## config.mk

```make
export PLATFORM = sky130hd
export DESIGN_NAME = row_position_counter_flat
export DESIGN_NICKNAME = d
export VERILOG_FILES = /design/src/rtl/row_position_counter_pkg.sv /design/src/rtl/row_position_counter_if.sv /design/src/rtl/row_position_counter_step_prescaler.sv /design/src/rtl/row_position_counter.sv /design/src/flat_wrapper.sv
export SDC_FILE = /design/constraint.sdc
export NUM_CORES = 1
export LEC_CHECK = 0
export ABC_AREA = 1
export BUFFER_PORTS_ARGS = -buffer_cell sky130_fd_sc_hd__clkbuf_2
export CORE_MARGIN = 1
export CORE_UTILIZATION = 40
export CTS_CLUSTER_SIZE = 14
export DETAILED_ROUTE_END_ITERATION = 6
export PLACE_DENSITY_LB_ADDON = 0.05
export SETUP_SLACK_MARGIN = 0.15
export SYNTH_ARGS = -nofsm -noshare
export SYNTH_HDL_FRONTEND = slang
export SYNTH_SLANG_ARGS = --single-unit
```

## constraint.sdc

```tcl
create_clock -name clk -period 3 [get_ports clk]
set_input_delay 0.3 -clock clk [delete_from_list [all_inputs] [get_ports clk]]
set_output_delay 0.3 -clock clk [all_outputs]
set_load 0.01 [all_outputs]
```

## src/rtl/row_position_counter_pkg.sv

```systemverilog
// -----------------------------------------------------------------------------
// row_position_counter_pkg
//
// Shared definitions for the playfield movement blocks. The direction
// controller, the row counter and the column counter all import this package
// so they agree on the layout of the 2-bit direction word and on the encoding
// of the bound-tracking FSM.
//
// Contents:
//   DIR_EN_BIT   - bit of the direction word that enables movement
//   DIR_UP_BIT   - bit of the direction word selecting increment (1) / decrement (0)
//   pos_state_t  - bound-tracking FSM state encoding
//   state_for()  - maps "at lowest bound" / "at highest bound" flags to a state
// -----------------------------------------------------------------------------
package row_position_counter_pkg;

    localparam int DIR_EN_BIT = 0;
    localparam int DIR_UP_BIT = 1;

    typedef enum logic [1:0] {
        ST_FREE      = 2'd0,
        ST_AT_TOP    = 2'd1,
        ST_AT_BOTTOM = 2'd2
    } pos_state_t;

    // The bottom bound wins when both flags are set, which only happens in the
    // degenerate single-row playfield.
    function automatic pos_state_t state_for(input logic is_bottom, input logic is_top);
        pos_state_t s;
        if (is_bottom) begin
            s = ST_AT_BOTTOM;
        end else if (is_top) begin
            s = ST_AT_TOP;
        end else begin
            s = ST_FREE;
        end
        return s;
    endfunction

endpackage

```

## src/rtl/row_position_counter_if.sv

```systemverilog
// -----------------------------------------------------------------------------
// row_position_counter_if
//
// Bundles the direction/pause inputs and the position/status outputs of the
// row counter.
//
// Signal contract: there is no valid/ready handshake. dir_in and freeze are
// level signals owned by the master; dir_in is only looked at on a step tick,
// freeze is looked at every cycle. All slave outputs are registered and are
// valid every cycle; step_tick and edge_hit are single-cycle pulses.
//
// Signals:
//   dir_in    (master -> slave) bit 0 enable, bit 1 up/down
//   freeze    (master -> slave) pause prescaler and position
//   y_pos     (slave -> master) current row
//   step_tick (slave -> master) one-cycle pulse per step boundary
//   at_top    (slave -> master) row is at the highest legal value
//   at_bottom (slave -> master) row is 0
//   edge_hit  (slave -> master) one-cycle pulse when a clamped step is blocked
// -----------------------------------------------------------------------------
interface row_position_counter_if #(
    parameter int Y_W = 9
);
    logic [1:0]     dir_in;
    logic           freeze;
    logic [Y_W-1:0] y_pos;
    logic           step_tick;
    logic           at_top;
    logic           at_bottom;
    logic           edge_hit;

    modport master (
        output dir_in,
        output freeze,
        input  y_pos,
        input  step_tick,
        input  at_top,
        input  at_bottom,
        input  edge_hit
    );

    modport slave (
        input  dir_in,
        input  freeze,
        output y_pos,
        output step_tick,
        output at_top,
        output at_bottom,
        output edge_hit
    );
endinterface

```

## src/rtl/row_position_counter_step_prescaler.sv

```systemverilog
// -----------------------------------------------------------------------------
// step_prescaler
//
// Divides the system clock down to the movement rate. cnt runs 0..STEP_DIV-1;
// tick is high in the cycle cnt sits at STEP_DIV-1 with freeze low, and cnt
// wraps to 0 on that edge. With freeze high cnt holds, so a tick that would
// have fired is deferred to the first unfrozen cycle.
//
// Ports:
//   clk    in  system clock
//   rst    in  synchronous active-high reset, clears cnt
//   freeze in  hold the count and suppress tick
//   tick   out combinational step strobe, decoded from cnt and freeze
// -----------------------------------------------------------------------------
module step_prescaler #(
    parameter int STEP_DIV = 250000
) (
    input  logic clk,
    input  logic rst,
    input  logic freeze,
    output logic tick
);
    localparam int CNT_W = (STEP_DIV > 2) ? $clog2(STEP_DIV) : 1;
    localparam logic [CNT_W-1:0] CNT_LAST = CNT_W'(STEP_DIV - 1);

    logic [CNT_W-1:0] cnt;

    assign tick = (cnt == CNT_LAST) && !freeze;

    always_ff @(posedge clk) begin
        if (rst) begin
            cnt <= '0;
        end else if (!freeze) begin
            if (cnt == CNT_LAST) begin
                cnt <= '0;
            end else begin
                cnt <= cnt + 1'b1;
            end
        end
    end
endmodule

```

## src/rtl/row_position_counter.sv

```systemverilog
// -----------------------------------------------------------------------------
// row_position_counter
//
// Tracks the vertical position of the moving object. Every STEP_DIV unfrozen
// cycles the direction word is sampled and the row moves by one, clamped at
// (WRAP=0) or wrapped around (WRAP=1) the playfield bounds 0..Y_MAX. A small
// Moore FSM records whether the row sits on a bound and drives at_top /
// at_bottom.
//
// Ports:
//   clk       in  system clock
//   rst       in  synchronous active-high reset
//   bus       slave modport of row_position_counter_if (dir_in, freeze in;
//             y_pos, step_tick, at_top, at_bottom, edge_hit out)
//   state_dbg out current bound-tracking FSM state
// -----------------------------------------------------------------------------
module row_position_counter
    import row_position_counter_pkg::*;
#(
    parameter int Y_W      = 9,
    parameter int Y_MAX    = 479,
    parameter int Y_INIT   = 240,
    parameter int STEP_DIV = 250000,
    parameter bit WRAP     = 1'b0
) (
    input  logic                         clk,
    input  logic                         rst,
    row_position_counter_if.slave        bus,
    output pos_state_t                   state_dbg
);
    localparam logic [Y_W-1:0] Y_TOP   = Y_W'(Y_MAX);
    localparam logic [Y_W-1:0] Y_START = Y_W'(Y_INIT);

    logic           tick;
    logic           en;
    logic           up;
    logic [Y_W-1:0] y_q;
    logic [Y_W-1:0] y_next;
    logic           blocked;
    logic           step_tick_q;
    logic           edge_hit_q;
    pos_state_t     state_q;
    pos_state_t     state_next;

    step_prescaler #(
        .STEP_DIV (STEP_DIV)
    ) u_step_prescaler (
        .clk    (clk),
        .rst    (rst),
        .freeze (bus.freeze),
        .tick   (tick)
    );

    assign en = bus.dir_in[DIR_EN_BIT];
    assign up = bus.dir_in[DIR_UP_BIT];

    // Bounds are checked before any add/subtract, so the arithmetic never
    // leaves 0..Y_MAX and never wraps through the Y_W-bit range.
    always_comb begin
        y_next  = y_q;
        blocked = 1'b0;
        if (tick && en) begin
            if (up) begin
                if (y_q == Y_TOP) begin
                    if (WRAP) begin
                        y_next = '0;
                    end else begin
                        blocked = 1'b1;
                    end
                end else begin
                    y_next = y_q + 1'b1;
                end
            end else begin
                if (y_q == '0) begin
                    if (WRAP) begin
                        y_next = Y_TOP;
                    end else begin
                        blocked = 1'b1;
                    end
                end else begin
                    y_next = y_q - 1'b1;
                end
            end
        end
    end

    // FSM next state follows the row value being written this cycle, so the
    // state and y_pos always change on the same edge.
    always_comb begin
        state_next = state_q;
        state_next = state_for(y_next == '0, y_next == Y_TOP);
    end

    always_ff @(posedge clk) begin
        if (rst) begin
            state_q <= state_for(Y_START == '0, Y_START == Y_TOP);
        end else begin
            state_q <= state_next;
        end
    end

    always_ff @(posedge clk) begin
        if (rst) begin
            y_q         <= Y_START;
            step_tick_q <= 1'b0;
            edge_hit_q  <= 1'b0;
        end else begin
            y_q         <= y_next;
            step_tick_q <= tick;
            edge_hit_q  <= blocked;
        end
    end

    assign bus.y_pos     = y_q;
    assign bus.step_tick = step_tick_q;
    assign bus.edge_hit  = edge_hit_q;
    assign bus.at_top    = (state_q == ST_AT_TOP);
    assign bus.at_bottom = (state_q == ST_AT_BOTTOM);
    assign state_dbg     = state_q;
endmodule

```

## src/flat_wrapper.sv

```systemverilog
// flat-port wrapper written by rule: the top's interface ports become plain ports
module row_position_counter_flat import row_position_counter_pkg::*;
#(
    parameter int Y_W      = 9,
    parameter int Y_MAX    = 479,
    parameter int Y_INIT   = 240,
    parameter int STEP_DIV = 250000,
    parameter bit WRAP     = 1'b0
)
  (clk, rst, state_dbg, bus_dir_in, bus_freeze, bus_y_pos, bus_step_tick, bus_at_top, bus_at_bottom, bus_edge_hit);
  row_position_counter_if #(.Y_W(Y_W)) bus_i ();
  input  logic clk;
  input  logic rst;
  output pos_state_t state_dbg;
  input wire logic [$bits(bus_i.dir_in)-1:0] bus_dir_in;
  input wire logic [$bits(bus_i.freeze)-1:0] bus_freeze;
  output wire logic [$bits(bus_i.y_pos)-1:0] bus_y_pos;
  output wire logic [$bits(bus_i.step_tick)-1:0] bus_step_tick;
  output wire logic [$bits(bus_i.at_top)-1:0] bus_at_top;
  output wire logic [$bits(bus_i.at_bottom)-1:0] bus_at_bottom;
  output wire logic [$bits(bus_i.edge_hit)-1:0] bus_edge_hit;
  assign bus_i.dir_in = bus_dir_in;
  assign bus_i.freeze = bus_freeze;
  assign bus_y_pos = bus_i.y_pos;
  assign bus_step_tick = bus_i.step_tick;
  assign bus_at_top = bus_i.at_top;
  assign bus_at_bottom = bus_i.at_bottom;
  assign bus_edge_hit = bus_i.edge_hit;
  row_position_counter #(.Y_W(Y_W), .Y_MAX(Y_MAX), .Y_INIT(Y_INIT), .STEP_DIV(STEP_DIV), .WRAP(WRAP)) u_core (.clk(clk), .rst(rst), .bus(bus_i), .state_dbg(state_dbg));
endmodule
```

==> results.py, run 1 <==
metrics = {
    "outcome": {
        "outcome": "complete, no violations",
    },
    "placement": {
        "placer_s_final_routability_congestion_estimate": 0.879,
        "dp_cells": 452,
        "hpwlAfterDp_microns": 4540,
        "io_buffers": 19,
    },
    "synth": {
        "synth-simple-area-share_pct": 54.0,
        "synth_top_cell_area_share_pct": 26.8,
        "mappedNetlistNets": 376,
        "mappedNetlistArea_sq_um": 2320,
        "post-synth-top-area-cell": "sky130_fd_sc_hd__dfxtp_1",
        "ys_top_cells_by_area": "sky130_fd_sc_hd__dfxtp_1, sky130_fd_sc_hd__nand2_1, sky130_fd_sc_hd__nand3_1, sky130_fd_sc_hd__nor2_1, sky130_fd_sc_hd__inv_1",
        "yosys.area_share.xor_xnor_pct": 3.78,
        "synth_adder_area_share_pct": 2.16,
        "synth_top_family_by_area": "simple AND/OR/NAND/NOR gates",
        "synth.mux.area_fraction_pct": 0,
        "yosys_register_bits": 31,
        "synth_seq_area_share_pct": 26.8,
        "post_synth_num_cell_types": 38,
        "yosysWarnings": 0,
        "synthesized_area_fraction_occupied_by_ao_oa_aoi_and_oai_cells_pct": 4.70,
        "netlist_instances": 367,
        "synthesis.area_per_instance_sq_um": 6.32,
    },
    "global_route": {
        "grt_antenna_before_repair": 0,
        "grt_util_all_layers_pct": 20.7,
        "groute.layer.met1.usage_pct": 34.3,
        "gr-usage-met3_pct": 3.60,
        "grt_pass1_wl_microns": 9850,
        "gr-usage-met2_pct": 26.0,
        "grt_start_max_net_pins": 16,
        "global_route_hottest_layer": "met1",
        "grt.overflow.total": 0,
        "grt_pass1_vias": 1959,
    },
    "critical_path": {
        "reg2reg_setup_slack_ps": 970,
        "crit_arrival_ps": 2250,
        "critPathLaunchType": "flop",
        "path_class": "reg2reg",
        "path_buf_inv": 0,
        "critical_path_peak_fanout": 10,
        "worst_path_max_delay_cell": "sky130_fd_sc_hd__dfxtp_1",
        "slowest_cell_delay_on_critical_path_ps": 440,
        "path_cells": "ha_1, nand2_2, nor2_2, nand2_4, nand2_1, nand2_1, nand2_1, nand2_1, nand2_1, nand2_1, nor2_1, nand3_1, nor2_2",
        "crit_path_end_kind": "flop",
        "data_required_time_of_the_worst_path_ps": 3210,
        "most_frequent_cell_on_the_critical_path": "sky130_fd_sc_hd__nand2_1",
        "worst_path_dominant_cell_family": "simple AND/OR/NAND/NOR gates",
    },
    "drt": {
        "detail_route.vias_per_cell": 4.92,
        "drt-wirelength-per-cell_microns": 12.7,
        "drt.antenna.violating_nets": 0,
        "detailed_routing_iteration_count_for_the_pre_antenna_repair_pass": 4,
        "drc": 0,
        "routed-via-count": 2262,
        "detail_route.iter0.violations": 125,
        "routed_wirelength_microns": 5850,
    },
    "power": {
        "power_mw": 0.766,
        "clockPowerShare_pct": 40.5,
        "static-leakage-power_nw": 1.16,
        "worst_ir_drop_vdd_mv": 0.252,
        "power_report.internal_total_mw": 0.587,
        "cellPowerDensity_nw_per_um2": 301,
        "p_sw_share_pct": 23.3,
        "power.share.sequential_pct": 54.4,
        "p_switching_mw": 0.179,
        "comb_power_share_pct": 5.1,
    },
    "sta": {
        "final.period_utilization_pct": 67.8,
        "finalCriticalPeriod_ps": 2030,
        "final-hold-violation-count": 0,
        "fin_worst_hold_slack_ps": 375,
        "rsz0062_at_grt": "no",
        "clock.fmax_mhz": 492,
        "fin_worst_skew_ps": 6.30,
        "max_slew.worst_pin.slew_ps": 418,
        "totalNegativeSetupSlack_ps": 0,
        "setup_viol_count_final": 0,
        "final-max-slew-violation-count": 0,
        "max_slew_margin_pct": 72.1,
    },
    "clock_tree": {
        "tritoncts_clock_tree": "built",
        "clk_pin_slew_worst_paths_ps": 70,
        "cts_htree_levels": 2,
        "clockRootBuffer": "sky130_fd_sc_hd__clkbuf_8",
        "tritoncts.num_buffers": 5,
        "clk_latency_ps": 270,
        "clock_tree.buffer_depth": 2,
        "cts_setup_buffers": 0,
        "cts-hold-fix-buffers": 0,
        "cts_num_sinks": 31,
        "post_cts.resized_instances": 0,
    },
    "floorplan": {
        "die-height_microns": 78.1,
        "standard_cell_row_count": 27,
        "core_sq_um": 5540,
        "die_width_microns": 78.1,
        "initial_core_util_pct": 41.8,
        "fp.dieArea_sq_um": 6100,
        "top_level_ports": 20,
    },
    "final_layout": {
        "n_antenna_cell": 0,
        "layout-area-overhead-vs-synth_pct": 9.88,
        "final.fill_count": 617,
        "layout-drive-gt1-share_pct": 18.3,
        "final-instance-count-excl-fill": 460,
        "final_nets": 396,
    },
    "min_path": {
        "timing.hold.worst.class": "in2reg",
    },
    "flow_run": {
        "cap_viol_max_count": 0,
    },
}
## layer usage
metal / wire length (microns) / part of all wire, %
met2: 2180 / 37
met3: 281 / 4.8
met5: 0 / 0
met4: 58 / 0.99
met1: 3330 / 57
## power groups by stage
stage               Clock (mW)  Combinational, mW  Sequential (mW)
floorplan                    0             0.0269            0.425
global placement             0             0.0395            0.426
detailed placement           0             0.0394            0.426
CTS                      0.321             0.0396            0.417
global route             0.338             0.0451            0.417
finish                   0.310             0.0393            0.417
## worst paths after layout
kind         depth (start not counted)                                   startpoint                                     endpoint
max reg2reg                         13               u_core.bus.y_pos[0]$_SDFF_PP0_               u_core.state_dbg[1]$_SDFF_PP0_
min                                  3                                   bus_freeze  u_core.u_step_prescaler.cnt[1]$_SDFFE_PP0N_
max                                 13               u_core.bus.y_pos[0]$_SDFF_PP0_               u_core.state_dbg[1]$_SDFF_PP0_
min reg2reg                          2  u_core.u_step_prescaler.cnt[1]$_SDFFE_PP0N_  u_core.u_step_prescaler.cnt[1]$_SDFFE_PP0N_
## per-stage QoR
stage / instance area, sq um / setup slack [ps] / util [%]
floorplan: 2320 / 1300 / -
global placement: 2470 / 1000 / 44.5
detailed placement: 2470 / 998 / 44.5
CTS: 2550 / 980 / 46.0
global route: 2550 / 746 / 46.0
finish: 2550 / 966 / 46.0
## registers in the layout, summed over array words and instances, names as in the netlist
signal	cells
u_core.bus.edge_hit	1
u_core.u_step_prescaler.cnt	18
u_core.bus.y_pos	9
u_core.state_dbg	2
u_core.bus.step_tick	1
## synthesized netlist by cell type, drive strengths merged
cell type,number
ha,4
buf,5
nor2,67
nand3,42
o31ai,1
clkinv,2
nor4,2
nand4,13
a2111oi,1
clkbuf,1
dfxtp,31
xnor2,2
o21ai,7
nor3b,2
and3,1
and2,1
nor3,6
xor2,8
inv,41
a21oi,8
o22ai,1
nand3b,1
nand2,120
## cells in the final DEF (no fill, tap or decap), drive strengths merged
cell	synthesis	layout
and3	1	1
a21oi	8	8
clkinv	2	3
nor4	2	2
and2	1	1
nor2	67	67
a2111oi	1	1
nand3b	1	1
nand2	120	120
inv	41	41
nand4	13	13
nand3	42	42
dfxtp	31	31
nor3	6	6
xor2	8	8
nor3b	2	2
clkbuf	1	26
ha	4	4
o21ai	7	7
o31ai	1	1
xnor2	2	2
o22ai	1	1
## cell type report
class                           count  area [sq um]  area share, %
Clock buffer                        7          76.3           3.00
Clock inverter                      1          5.00          0.196
Inverter                           43           161           6.34
Multi-Input combinational cell    287          1500           58.8
Sequential cell                    31           621           24.4
Tap cell                           72          90.1           3.54
Timing Repair Buffer               19          95.1           3.73
## kinds of logic (layout without fill, tap and decap cells)
| logic type | after synthesis | after routing |
|---|---|---|
| compound gates | 18 | 18 |
| xor+xnor | 10 | 10 |
| fa+ha+maj | 4 | 4 |
| buf+inv | 49 | 70 |
| flops | 31 | 31 |
| simple gates | 255 | 255 |
## tightest hold or removal path: stages
cell                       delay (ps)
sky130_fd_sc_hd__clkbuf_2         130
sky130_fd_sc_hd__nor2_1           110
sky130_fd_sc_hd__nor3_1            50
(Power assumes the default switching activity.)
==> run 2: changes to the inputs <==
- ABC_AREA: 1 -> 0
- clock period: 3 -> 1.92 ns (I/O delays scaled with it)
==> results.py, run 2 <==
metrics = {
    "outcome": {
        "outcome": "finished, violations left",
        "failing_checks": "setup timing",
    },
    "floorplan": {
        "die-height_microns": 66.5,
        "standard_cell_row_count": 23,
        "initial_core_util_pct": 41.6,
        "top_level_ports": 20,
        "fp.dieArea_sq_um": 4420,
        "core_sq_um": 4000,
        "die_width_microns": 66.5,
    },
    "flow_run": {
        "cap_viol_max_count": 0,
    },
    "drt": {
        "routed_length_on_met3_microns": 179,
        "amount_of_wire_on_met2_after_detailed_routing_microns": 2760,
        "detail_route.iter0.violations": 84,
        "detailed_routing_iteration_count_for_the_pre_antenna_repair_pass": 4,
        "drt-wirelength-per-cell_microns": 15.2,
        "routed-via-count": 1758,
        "detail_route.vias_per_cell": 5.36,
        "routed_wirelength_microns": 5000,
        "drc": 0,
        "routed.top_layer": "met4",
        "drt.antenna.violating_nets": 0,
        "wl_met1_microns": 1990,
    },
    "placement": {
        "hpwlAfterDp_microns": 3450,
        "dp_cells": 313,
        "place_worst_setup_slack_ps": -167,
        "io_buffers": 19,
        "placer_s_final_routability_congestion_estimate": 0.847,
    },
    "final_layout": {
        "max_flop_register": "u_core.u_step_prescaler.cnt",
        "final-instance-count-excl-fill": 328,
        "mostFrequentLayoutCell": "sky130_fd_sc_hd__buf_4",
        "multi_input_comb_area_sq_um": 1250,
        "area.sequential_sq_um": 637,
        "final_nets": 286,
        "final.fill_count": 319,
        "layout-drive-gt1-share_pct": 52.9,
        "layout-area-overhead-vs-synth_pct": 62.9,
        "final_cell_mix": "sky130_fd_sc_hd__buf_4, sky130_fd_sc_hd__nor2_1, sky130_fd_sc_hd__dfxtp_1, sky130_fd_sc_hd__clkbuf_2, sky130_fd_sc_hd__nand4_1",
        "n_antenna_cell": 0,
        "largest_register_ffs": 18,
    },
    "clock_tree": {
        "clk_latency_ps": 280,
        "clk_pin_slew_worst_paths_ps": 70,
        "tritoncts.num_buffers": 5,
        "tritoncts_clock_tree": "built",
        "clockRootBuffer": "sky130_fd_sc_hd__clkbuf_8",
        "cts_htree_levels": 2,
        "cts_num_sinks": 31,
        "clock_tree.buffer_depth": 2,
    },
    "sta": {
        "setup_viol_count_final": 8,
        "final.period_utilization_pct": 110,
        "postLayoutSetupSlackWorst_ps": -186,
        "clock.fmax_mhz": 475,
        "totalNegativeSetupSlack_ps": -646,
        "max_slew.worst_pin.slew_ps": 326,
        "max_slew_margin_pct": 78.0,
        "final-max-slew-violation-count": 0,
        "finalCriticalPeriod_ps": 2110,
        "rsz0062_at_grt": "yes",
        "fin_worst_skew_ps": 8.40,
        "final-hold-violation-count": 0,
    },
    "critical_path": {
        "critPathLaunchType": "flop",
        "crit_arrival_ps": 2280,
        "path_class": "reg2reg",
        "data_required_time_of_the_worst_path_ps": 2100,
        "reg2reg_setup_slack_ps": -190,
        "crit_path_end_kind": "flop",
        "critical_path_peak_fanout": 6,
    },
    "synth": {
        "mappedNetlistArea_sq_um": 1660,
        "yosys_most_used_dff": "sky130_fd_sc_hd__dfxtp_1",
        "post_synth_num_cell_types": 43,
        "yosys_register_bits": 31,
        "synth_seq_area_share_pct": 37.3,
        "yosysWarnings": 0,
        "synthTopCellsByCount": "sky130_fd_sc_hd__nor2_1, sky130_fd_sc_hd__dfxtp_1, sky130_fd_sc_hd__nand4_1, sky130_fd_sc_hd__xnor2_1, sky130_fd_sc_hd__a21oi_1",
        "synth_enable_flop_cells": 0,
        "synth_top_cell_area_share_pct": 37.3,
        "synth.most_common_cell": "sky130_fd_sc_hd__nor2_1",
        "synth_async_sr_flop_share_pct": 0,
        "mappedNetlistNets": 203,
        "synthesis.area_per_instance_sq_um": 8.58,
        "netlist_instances": 194,
        "ys_top_cells_by_area": "sky130_fd_sc_hd__dfxtp_1, sky130_fd_sc_hd__nor2_1, sky130_fd_sc_hd__xnor2_1, sky130_fd_sc_hd__nand4_1, sky130_fd_sc_hd__xor2_1",
        "post-synth-top-area-cell": "sky130_fd_sc_hd__dfxtp_1",
    },
    "global_route": {
        "grt_start_max_net_pins": 19,
        "grt_pass1_vias": 1762,
        "grt.overflow.total": 0,
        "grt_pass1_wl_microns": 8070,
        "grt_antenna_before_repair": 0,
        "grt_util_all_layers_pct": 24.9,
    },
    "power": {
        "cellPowerDensity_nw_per_um2": 513,
        "power_mw": 1.39,
        "static-leakage-power_nw": 1.10,
        "worst_ir_drop_vdd_mv": 0.410,
    },
    "min_path": {
        "timing.hold.worst.class": "in2reg",
    },
}
[run 2: cell types whose count changed in the layout (fill, tap and decap cells not counted), sizes merged, moves of 3 or more]
cell	change
nor2	-34
xnor2	+11
inv	-35
nand2	-114
nand4b	+3
buf	+60
nand2b	+5
o21ai	-3
nor2b	+4
nor3	+5
nand3	-33
and3	+5
[run 2: repair_timing]
item                       4_1_cts  5_1_grt
gates cloned                     0        1
pin swaps                        9       17
resized for setup               24       35
hold buffers                     0        0
hold endpoints to repair         0        0
setup endpoints to repair       14       30
buffers inserted                 3        3
[run 2: worst paths after layout]
check                                          startpoint                                      endpoint  cells past startpoint
max           u_core.u_step_prescaler.cnt[6]$_SDFFE_PP0N_                u_core.state_dbg[0]$_SDFF_PP0_                      8
min reg2reg  u_core.u_step_prescaler.cnt[17]$_SDFFE_PP0N_  u_core.u_step_prescaler.cnt[17]$_SDFFE_PP0N_                      2
min                                                   rst                u_core.bus.y_pos[0]$_SDFF_PP0_                      2
max reg2reg   u_core.u_step_prescaler.cnt[6]$_SDFFE_PP0N_                u_core.state_dbg[0]$_SDFF_PP0_                      8
[run 2: kinds of logic after synthesis]
logic type                 count (synthesis)  synth area share [%]
AOI/OAI and AO/OA                         20                  7.29
xor gates and xnor gates                  21                  11.1
adders and majority gates                  4                  3.01
buffers and inverters                     10                  2.26
DFF                                       31                  37.3
muxes                                      2                  1.50
and+or+nand+nor                          106                  37.6
[run 2: worst max-delay path, stage by stage, from the launching register on]
cell	delay, ps
sky130_fd_sc_hd__dfxtp_2	320
sky130_fd_sc_hd__or4b_4	540
sky130_fd_sc_hd__nor3_4	200
sky130_fd_sc_hd__nand3_4	160
sky130_fd_sc_hd__a21oi_2	170
sky130_fd_sc_hd__mux2_4	320
sky130_fd_sc_hd__inv_2	60
sky130_fd_sc_hd__nor4_2	40
sky130_fd_sc_hd__and4b_1	180
[run 2: area by class of cell]
class | count | area share [%]
flip-flops and latches | 31 | 23.5
repair buffers | 80 | 22.9
clock buffers | 6 | 3.05
inverters | 6 | 0.831
clock inverters | 2 | 1.29
multi-input cells | 153 | 46.1
well taps | 50 | 2.31
[run 2: metrics by stage]
stage / cell area (sq um) / hold slack, ps / util [%]
final: 2710 / 275 / 67.8
after global routing: 2710 / 279 / 67.8
after CTS: 2530 / 245 / 63.2
after detailed placement: 2270 / 501 / 56.6
after global placement: 2270 / 495 / 56.6
after floorplan: 1710 / 337 / -
[run 2: layer usage]
layer / vias to the layer above / global-route usage (%)
met5: - / 0
met4: 0 / 9.31
met3: 6 / 5.48
met2: 40 / 45.9
met1: 858 / 27.4
li1: 854 / -
[run 2: power breakdown]
part | switching (mW) | internal, mW
Combinational | 0.0383 | 0.0418
Clock | 0.242 | 0.420
Sequential | 0.00440 | 0.646
